===== config.mk =====
export PLATFORM = sky130hd
export DESIGN_NAME = aes_coproc_ctrl
export DESIGN_NICKNAME = d
export VERILOG_FILES = /design/src/rtl/aes_coproc_pkg.sv /design/src/rtl/op_timer.sv /design/src/rtl/aes_coproc_ctrl.sv
export SDC_FILE = /design/constraint.sdc
export NUM_CORES = 1
export LEC_CHECK = 0
export CORE_AREA = 2 2 308 310
export DETAILED_ROUTE_END_ITERATION = 12
export DIE_AREA = 0 0 310 312
export DONT_BUFFER_PORTS = 1
export PLACE_DENSITY = 0.34
export SKIP_LAST_GASP = 1
export SLEW_MARGIN = 5
export SYNTH_ARGS = -nofsm -noshare
export SYNTH_HDL_FRONTEND = slang
export SYNTH_SLANG_ARGS = --single-unit

===== constraint.sdc =====
create_clock -name clk -period 4.1 [get_ports clk]
set_input_delay 1.23 -clock clk [delete_from_list [all_inputs] [get_ports clk]]
set_output_delay 1.23 -clock clk [all_outputs]
set_load 0.03 [all_outputs]

===== src/rtl/aes_coproc_pkg.sv =====
// Shared encodings for the AES coprocessor sequencer.
package aes_coproc_pkg;

    typedef enum logic [1:0] {
        OP_KEY  = 2'd0,
        OP_ENC  = 2'd1,
        OP_DEC  = 2'd2,
        OP_READ = 2'd3
    } op_e;

    typedef enum logic [1:0] {
        ST_OK      = 2'd0,
        ST_TIMEOUT = 2'd1,
        ST_NOKEY   = 2'd2
    } status_e;

    typedef enum logic [1:0] {
        ST_IDLE  = 2'd0,
        ST_START = 2'd1,
        ST_WAIT  = 2'd2,
        ST_RESP  = 2'd3
    } state_e;

endpackage


===== src/rtl/op_timer.sv =====
// Wait-phase cycle counter; expired flags the last permitted cycle.
module op_timer #(
    parameter int TIMEOUT_CYCLES = 256,
    parameter int TO_BITS        = 9
) (
    input  logic clk,
    input  logic nreset,
    input  logic clear,
    input  logic en,
    output logic expired
);

    logic [TO_BITS-1:0] count;

    // Count cycles spent waiting; clear wins over enable.
    always_ff @(posedge clk) begin
        if (!nreset)    count <= '0;
        else if (clear) count <= '0;
        else if (en)    count <= count + TO_BITS'(1);
    end

    assign expired = (count == TO_BITS'(TIMEOUT_CYCLES - 1));

endmodule


===== src/rtl/aes_coproc_ctrl.sv =====
// Sequencer sharing one AES encrypt and one decrypt core with the UART
// command decoder: key load, encrypt, decrypt, read-back of last result.
module aes_coproc_ctrl
    import aes_coproc_pkg::*;
#(
    parameter int TIMEOUT_CYCLES = 256,
    parameter int TO_BITS        = 9
) (
    input  logic         clk,
    input  logic         nreset,
    input  logic         cmd_valid,
    output logic         cmd_ready,
    input  logic [1:0]   cmd_op,
    input  logic [127:0] cmd_data,
    output logic [127:0] aes_key,
    output logic [127:0] aes_data,
    output logic         enc_start,
    output logic         dec_start,
    input  logic         enc_valid,
    input  logic [127:0] enc_res,
    input  logic         dec_valid,
    input  logic [127:0] dec_res,
    output logic         rsp_valid,
    input  logic         rsp_ready,
    output logic [127:0] rsp_data,
    output logic [1:0]   rsp_status,
    output logic         key_loaded,
    output logic         busy
);

    state_e       state, state_n;
    logic         sel_dec;
    logic         timer_clr, timer_en, expired;
    logic         accept, sel_valid;
    logic [127:0] sel_res, result_reg;

    // Only the core chosen at acceptance may complete the operation.
    assign sel_valid = sel_dec ? dec_valid : enc_valid;
    assign sel_res   = sel_dec ? dec_res   : enc_res;
    assign accept    = cmd_valid && (state == ST_IDLE);

    assign cmd_ready = (state == ST_IDLE);
    assign busy      = (state != ST_IDLE);
    assign rsp_valid = (state == ST_RESP);
    assign enc_start = (state == ST_START) && !sel_dec;
    assign dec_start = (state == ST_START) &&  sel_dec;

    op_timer #(
        .TIMEOUT_CYCLES(TIMEOUT_CYCLES),
        .TO_BITS       (TO_BITS)
    ) u_timer (
        .clk    (clk),
        .nreset (nreset),
        .clear  (timer_clr),
        .en     (timer_en),
        .expired(expired)
    );

    // State register.
    always_ff @(posedge clk) begin
        if (!nreset) state <= ST_IDLE;
        else         state <= state_n;
    end

    // Next-state and timer control; a result on the expiry cycle still wins.
    always_comb begin
        state_n   = state;
        timer_clr = 1'b0;
        timer_en  = 1'b0;
        case (state)
            ST_IDLE: begin
                if (cmd_valid) begin
                    case (cmd_op)
                        OP_KEY:         state_n = ST_IDLE;
                        OP_ENC, OP_DEC: state_n = key_loaded ? ST_START : ST_RESP;
                        default:        state_n = ST_RESP;
                    endcase
                end
            end
            ST_START: begin
                timer_clr = 1'b1;
                state_n   = ST_WAIT;
            end
            ST_WAIT: begin
                if (sel_valid || expired) state_n = ST_RESP;
                else                      timer_en = 1'b1;
            end
            default: begin
                if (rsp_ready) state_n = ST_IDLE;
            end
        endcase
    end

    // Datapath: key/data latched at acceptance and held for the whole operation.
    always_ff @(posedge clk) begin
        if (!nreset) begin
            aes_key    <= '0;
            aes_data   <= '0;
            result_reg <= '0;
            key_loaded <= 1'b0;
            sel_dec    <= 1'b0;
            rsp_data   <= '0;
            rsp_status <= ST_OK;
        end else if (accept) begin
            case (cmd_op)
                OP_KEY: begin
                    aes_key    <= cmd_data;
                    key_loaded <= 1'b1;
                end
                OP_ENC, OP_DEC: begin
                    if (key_loaded) begin
                        aes_data <= cmd_data;
                        sel_dec  <= (cmd_op == OP_DEC);
                    end else begin
                        rsp_data   <= '0;
                        rsp_status <= ST_NOKEY;
                    end
                end
                default: begin
                    rsp_data   <= result_reg;
                    rsp_status <= ST_OK;
                end
            endcase
        end else if (state == ST_WAIT) begin
            if (sel_valid) begin
                result_reg <= sel_res;
                rsp_data   <= sel_res;
                rsp_status <= ST_OK;
            end else if (expired) begin
                rsp_data   <= '0;
                rsp_status <= ST_TIMEOUT;
            end
        end
    end

endmodule


After elaboration in Yosys (flattened, before gate mapping)
Index checks and enable logic that the tools add are counted.

cells by class
  bitwise gates (word level) = 2
  reductions and logical operators = 18
  $add $sub $neg = 1
  muxes and demuxes = 23
  equal/unequal tests = 10

operators by type and width
  kind                                                 number
  two-way mux 128 bit                                  6
  one-hot mux 128 bit (2 select lines)                 1
  two-way mux 2 bit                                    9
  adder 9 x 1 -> 9 bit, second input constant          1
  equality test 9 x 8 -> 1 bit, second input constant  1
  AND reduction 3 bit                                  3
  one-hot mux 2 bit (2 select lines)                   2
  equality test 2 bit, second input constant           3
  != test 2 bit, second input constant                 3
  one-hot mux 2 bit (3 select lines)                   1
  equality test 2 x 1 -> 1 bit, second input constant  2
  logical NOT 2 bit                                    2
  two-way mux 1 bit                                    4
  AND reduction 4 bit                                  1
  nonzero test 2 bit                                   2
  nonzero test 4 bit                                   1
  OR reduction 2 bit                                   2
  logical AND 1 bit                                    3
  != test 3 bit, second input constant                 1
  nonzero test 3 bit                                   1
  inverter 1 bit                                       2
  AND reduction 2 bit                                  1
  logical NOT 1 bit                                    1
  logical OR 1 bit                                     1

storage, ports and cells
  output and inout port bits = 392
  word-level logic and storage cells = 63
  flip-flop bits (word level) = 527
  bits of input ports = 392

Longest topological paths before layout
Gate-level depths: netlist of run 1.

  depth in word-level cells = 5
  gate-level depth with buffers = 10
  mapped depth without buffers = 8

Hierarchy
Synthesis of run 1 repeated with hierarchy kept, for this count alone.

unflattened totals
  cell total of the unflattened synthesis = 2366
  area total of the unflattened synthesis = 21016.4 µm²

modules (own cells, without submodules)
  module           area each (µm²)  cells an instance  seq. area each (µm²)  instances
  aes_coproc_ctrl  20613.5          2321               10369.9               1
  op_timer         402.9            45                 180.2                 1

Least setup slack after synthesis of run 1
OpenSTA, ideal clock, no wires.

  kind = input to register
  start = input cmd_op[0]
  end = register rsp_data[109]
  library setup time = 0.070 ns
  path buffers = 3
  data required time = 4.030 ns
  data arrival time = 2.869 ns
  setup slack = 1.161 ns
  stages = 9
  cells stage by stage = inv_1 > ha_1 > and4_1 > clkbuf_1 > nor3_2 > buf_2 > clkbuf_1 > o31ai_1 > a21oi_1

on the way
  cells in the longest elaborated chain, start to end = 4
  elaborated cells between the ends (all ways) = 9
  classes of those cells = eq/ne: 4; mux: 2; reduce/logical: 3

RTL lines
  element                                                                                        RTL line                source
  from (decl)                                                                                    aes_coproc_ctrl.sv:13   input logic [1:0] cmd_op,
  equality test 2 bit / equality test 2 x 1 -> 1 bit (equally long branches)                     aes_coproc_ctrl.sv:105  case (cmd_op)
  OR reduction 2 bit                                                                             aes_coproc_ctrl.sv:105
  != test 3 bit (no source line) / one-hot mux 128 bit (2 select lines) (equally long branches)  -
  AND reduction 4 bit (no source line) / two-way mux 128 bit (equally long branches)             -
  to (signal assigned)                                                                           aes_coproc_ctrl.sv:120  rsp_data <= result_reg;
  to (signal assigned)                                                                           aes_coproc_ctrl.sv:127  rsp_data <= sel_res;
  to (decl)                                                                                      aes_coproc_ctrl.sv:25   output logic [127:0] rsp_data,

Parallel ways exist; a longest one is shown, timed or not.
A chain may end at the register's enable or synchronous reset.

Worst setup path in the final report of run 1
  start = register state[1]
  end = output busy

on the way
  cells in the longest elaborated chain, start to end = 1

RTL lines
  element                 RTL line               source
  from (decl)             aes_coproc_ctrl.sv:31  state_e state, state_n;
  from (signal assigned)  aes_coproc_ctrl.sv:62  else state <= state_n;
  nonzero test 2 bit      aes_coproc_ctrl.sv:43  assign busy = (state != ST_IDLE);
  to (decl)               aes_coproc_ctrl.sv:28  output logic busy

Every way passes these cells.

==> flow_summary.toml, run 1 <==
[run_status]
status = "complete, no violations"

[worst_setup_path]
critPathLaunchType = "register"
worstPathRequired_ns = 2.87
crit_fanout = 10
worstSetupStartpoint = "state[1]"
cp.arrival_ns = 2.02
worst-r2r-cell-count = 7
end_kind = "output port"
reg2reg_from = "state[1]"
timing_worst_setup_path_type = "register to output port"

[synthesis]
synth_cell_types = 38
ys_seq_area_share_pct = 47.99
yosys_warnings = 0
syn_avg_cell_area_sq_um = 9.288
synth_nets = 2767
synth_area_sq_um = 21980
synthCells = 2367
ys_ff_latch = 527

[power]
comb_power_share_pct = 14.1
switching_share_pct = 34.63
ir_drop_v = 0.0002421
p_leak_nw = 8.279
seq_power_share_pct = 47.6
power.internal_mw = 10.28
clockPowerShare_pct = 38.3
netSwitchingPower_mw = 5.448
power_density_nw_per_um2 = 619.2

[hold_path]
hp-class = "register to register"
whs_path_depth = 2
min_from = "u_timer.count[8]"

[layout]
layout-drive-gt1-share_pct = 12.13
instances_no_fill = 3555
final_common_cell = "dfxtp_1"
syn_to_final_growth_pct = 15.57
final_nets = 2652
final_cell_mix = "dfxtp_1, nand2_1, a21boi_0, a21oi_1"
antenna_cells = 0

[floorplanning]
dieHeight_um = 312
die_w_um = 310
io_pins = 784
rows = 112
core_sq_um = 93050
die_area_sq_um = 96720
initial_utilization_pct = 23.63

[timing]
slew_headroom_pct = 39.20
drv_slew = 0
finalSetupViolCount = 0
tns_ns = 0
max_freq_mhz = 307.4
rsz0062_at_grt = "no"
fin_crit_ns = 3.253
finalHoldViolCount = 0
min_period_over_period_pct = 79.35
clock-skew-final_ns = 0.02199
worstMarginPinSlew_ns = 0.9120

[routing]
vias = 16750
drt-vias-per-instance = 4.712
first_pass_iters = 5
routed_wl_mm = 82.34
routedWlPerCell_um = 23.16
ant_nets = 0
drc = 0
drt-initial-drc-count = 949

[placement]
io_buffers = 0
gp_congestion = 0.8038
dp_cells = 3437
dp_hpwl_mm = 54.68

[clock_network]
ctsHoldBuffers = 0
cts_sinks = 527
root_buffer = "clkbuf_16"
clk_latency_ns = 0.60
ctsResizeCount = 0
clockBufferDepth = 3
post_cts_buffers = 0
h-tree-depth = 3
cts_tree = "done"
path_clk_slew_ns = 0.06
cts_inserted_buffers = 67

[grt]
antenna_found_initial = 2
overflow = 0
grt_start_max_net_pins = 521
gr-usage-all-layers_pct = 16.21
grt_pass1_wl_mm = 117.6
grt_pass1_vias = 16370

[flow_run]
drv_cap = 0
## synth_stat cells
| library cell | instances | area share, % |
|---|---|---|
| nor2_1 | 11 | 0.19 |
| or4_1 | 1 | 0.034 |
| o22ai_1 | 1 | 0.028 |
| o21ai_0 | 5 | 0.11 |
| a22oi_1 | 128 | 4.4 |
| nor3_1 | 3 | 0.068 |
| and3_1 | 2 | 0.057 |
| nor3_2 | 1 | 0.046 |
| buf_6 | 13 | 0.67 |
| buf_4 | 2 | 0.068 |
| buf_1 | 15 | 0.26 |
| nand3_1 | 5 | 0.11 |
| nor4_1 | 4 | 0.11 |
| clkbuf_1 | 168 | 2.9 |
| or3_1 | 1 | 0.028 |
| ha_1 | 8 | 0.46 |
| dfxtp_1 | 527 | 48 |
| buf_2 | 21 | 0.48 |
| a21boi_0 | 258 | 8.8 |
| nand2b_1 | 2 | 0.057 |
| o21a_1 | 1 | 0.034 |
| o211a_1 | 1 | 0.046 |
| and4_1 | 1 | 0.040 |
| xnor2_1 | 7 | 0.28 |
| nand4_1 | 2 | 0.057 |
| a21oi_1 | 130 | 3.0 |
| o31ai_1 | 128 | 4.4 |
| or2_4 | 1 | 0.040 |
| nor2b_1 | 129 | 3.7 |
| nor4b_1 | 1 | 0.040 |
| mux2i_1 | 129 | 5.9 |
| and2_1 | 2 | 0.057 |
| mux2_4 | 1 | 0.068 |
| nand2_1 | 520 | 8.9 |
| a211oi_1 | 1 | 0.034 |
| o311a_1 | 1 | 0.046 |
| inv_1 | 8 | 0.14 |
| mux2_2 | 128 | 6.6 |
## area by class of cell
class / count / area [sq um]
Clock inverter: 17 / 203.9
Clock buffer: 101 / 2037
Fill cell: 9898 / 67640
Sequential cell: 527 / 10550
Tap cell: 1254 / 1569
Inverter: 8 / 30.03
Multi-Input combinational cell: 1613 / 10500
Timing Repair Buffer: 35 / 513.0
## kinds of logic (layout without fill, tap and decap cells)
kind of cell / count (synthesis) / in the layout / synth area share [%]
compound gates: 654 / 654 / 20.81
xor+xnor: 7 / 7 / 0.2789
fa+ha+maj: 8 / 8 / 0.4553
buf+inv: 227 / 161 / 4.473
flops: 527 / 527 / 47.99
mux: 258 / 258 / 12.50
simple gates: 686 / 686 / 13.49
## worst max-delay path, stage by stage, from the launching register on
cell and delay [ns]:
dfxtp_1 0.33, inv_1 0.12, ha_1 0.61, inv_1 0.36
## power groups by stage
stage	clock [mW]	sequential, mW	combinational [mW]
after floorplan	0	7.23	1.72
after global placement	0	7.64	2.22
after detailed placement	0	7.62	2.25
after CTS	6.25	7.52	2.25
after global routing	6.44	7.55	2.47
final	6.03	7.49	2.22
## per-layer routing
metal	vias to the layer above	wire [um]	GRT usage [%]
li1	7985	-	-
met1	8103	32130	18.50
met2	523	41480	28.42
met3	135	5738	4.469
met4	4	2976	6.401
met5	-	24	0
## worst paths after layout
check,to,slack (ns)
setup / recovery,busy,0.85
hold / removal,u_timer.count[8],0.49
setup reg to reg,rsp_data[108],1.24
hold reg to reg,u_timer.count[8],0.49
## per-stage QoR
step	hold slack [ns]	utilization [%]	power [mW]	setup slack, ns	instance area (sq um)
3_3_place_gp	0.4809	24.90	9.854	0.8968	23160
5_1_grt	0.5323	27.30	16.46	0.7013	25410
2_1_floorplan	0.4709	-	8.957	1.161	21980
6_report	0.4944	27.30	15.73	0.8469	25410
4_1_cts	0.4967	27.30	16.02	0.7585	25410
3_5_place_dp	0.4911	24.90	9.871	0.8983	23160
Note: power is estimated with default switching activity, not from simulation.
==> run 2: changes to the inputs <==
Settings changed: PLACE_DENSITY 0.34 to 0.35.
Clock period 4.1 ns to 2.8 ns, I/O delays scaled along.
==> flow_summary.toml, run 2 (synthesized netlist as in run 1, its figures left out) <==
[timing]
min_period_over_period_pct = 95.33
finalHoldViolCount = 0
rsz0062_at_grt = "no"
finalSetupViolCount = 0
whs_ns = 0.3619
worstMarginPinSlew_ns = 2.823
slew_headroom_pct = -88.17
drv_slew = 301
max_freq_mhz = 374.6
clock-skew-final_ns = 0.01585
tns_ns = 0
fin_crit_ns = 2.669

[layout]
syn_to_final_growth_pct = 17.03
final_cell_mix = "dfxtp_1, nand2_1, a21boi_0, a21oi_1"
layout-drive-gt1-share_pct = 13.27
finalInstanceArea_sq_um = 25730
antenna_cells = 0
final_common_cell = "dfxtp_1"
post-route-util_pct = 27.65
instances_no_fill = 3590
final_nets = 2684

[clock_network]
path_clk_slew_ns = 0.06
clk_latency_ns = 0.62
cts_inserted_buffers = 67
cts_tree = "done"
h-tree-depth = 3
cts_sinks = 527
ctsHoldBuffers = 0
root_buffer = "clkbuf_16"
clockBufferDepth = 3

[worst_setup_path]
reg2reg_from = "state[0]"
timing_worst_setup_path_type = "register to output port"
end_kind = "output port"
rrSetupSlack_ns = 0.43
cp.arrival_ns = 1.83
critPathLaunchType = "register"
worstSetupStartpoint = "state[1]"
worst-r2r-cell-count = 7
r2r_end = "rsp_data[27]"
worstPathRequired_ns = 1.96
crit_fanout = 4

[routing]
vias = 16920
ant_nets = 0
m1WireLength_mm = 31.98
routed_wl_mm = 83.35
met2_length_mm = 42.40
first_pass_iters = 5
drt-vias-per-instance = 4.712
routedWlPerCell_um = 23.22
drc = 0
drt-initial-drc-count = 981
top_layer_used = "met5"
met3_length_mm = 6.162

[power]
power_density_nw_per_um2 = 897.9
p_leak_nw = 8.439
ir_drop_v = 0.0004180

[floorplanning]
initial_utilization_pct = 23.63
rows = 112
die_area_sq_um = 96720
io_pins = 784
die_w_um = 310
dieHeight_um = 312
core_sq_um = 93050

[grt]
antenna_found_initial = 1
gr-usage-all-layers_pct = 16.49
overflow = 0
grt_start_max_net_pins = 521
grt_pass1_vias = 16930
grt_pass1_wl_mm = 119.9

[placement]
dp_hpwl_mm = 58.43
io_buffers = 0
gp_congestion = 0.8237
placed_area_sq_um = 23510
dp_cells = 3469

[hold_path]
holdPathEnd = "aes_data[34]"
min_from = "cmd_data[34]"
whs_path_depth = 2
hp-class = "primary input to register"

[flow_run]
drv_cap = 0

[run_status]
status = "finished, violations left"
violations = "max-slew violations"
[run 2: changes by cell type in the layout (fill, tap and decap cells not counted), sizes merged]
cell / change
buf: +32
bufinv: -2
clkbuf: +5
clkinv: -1
clkinvlp: +3
inv: -2
[run 2: how the worst max path moves through the flow]
stage                         end  slack, ns  cells after the start
global placement     rsp_data[65]       0.27                      8
finish                  enc_start       0.13                      3
floorplan           rsp_data[109]       0.25                      9
CTS                     enc_start       0.06                      3
detailed placement   rsp_data[76]       0.26                      8
global route            enc_start      0.008                      3
[run 2: area by class of cell]
| cell class | count | area, sq um |
|---|---|---|
| clock buffer | 106 | 2033 |
| clock inverter | 15 | 186.4 |
| fill | 9942 | 67320 |
| inverter | 8 | 33.78 |
| multi-input combinational | 1613 | 10500 |
| sequential | 527 | 10550 |
| tap | 1254 | 1569 |
| timing repair buffer | 67 | 853.3 |
[run 2: worst max-delay path, cell delays in order (launching register included)]
cell     delay [ns]
dfxtp_1        0.34
inv_1          0.12
ha_1           0.25
nor2b_1        0.51
[run 2: metrics by stage]
step                      worst slack [ns]  total power, mW
final                               0.1308            23.10
after global routing              0.007739            24.16
after CTS                          0.06208            23.53
after detailed placement            0.2577            14.64
after global placement              0.2675            14.59
after floorplan                     0.2512            13.12
[run 2: metal layers]
metal | GRT usage, % | vias up
met5 | 0 | -
met4 | 6.050 | 2
met3 | 4.855 | 117
met2 | 29.33 | 555
met1 | 18.45 | 8185
li1 | - | 8057
[run 2: report_power, final]
part           switching [mW]  internal (mW)
Clock                    3.55           5.12
Combinational            2.02           1.43
Sequential               2.50           8.47
Total                    8.08           15.0
[run 2: timing repair]
item,CTS,global route
resized for setup,0,1
setup endpoints to repair,0,1
buffers inserted,0,0
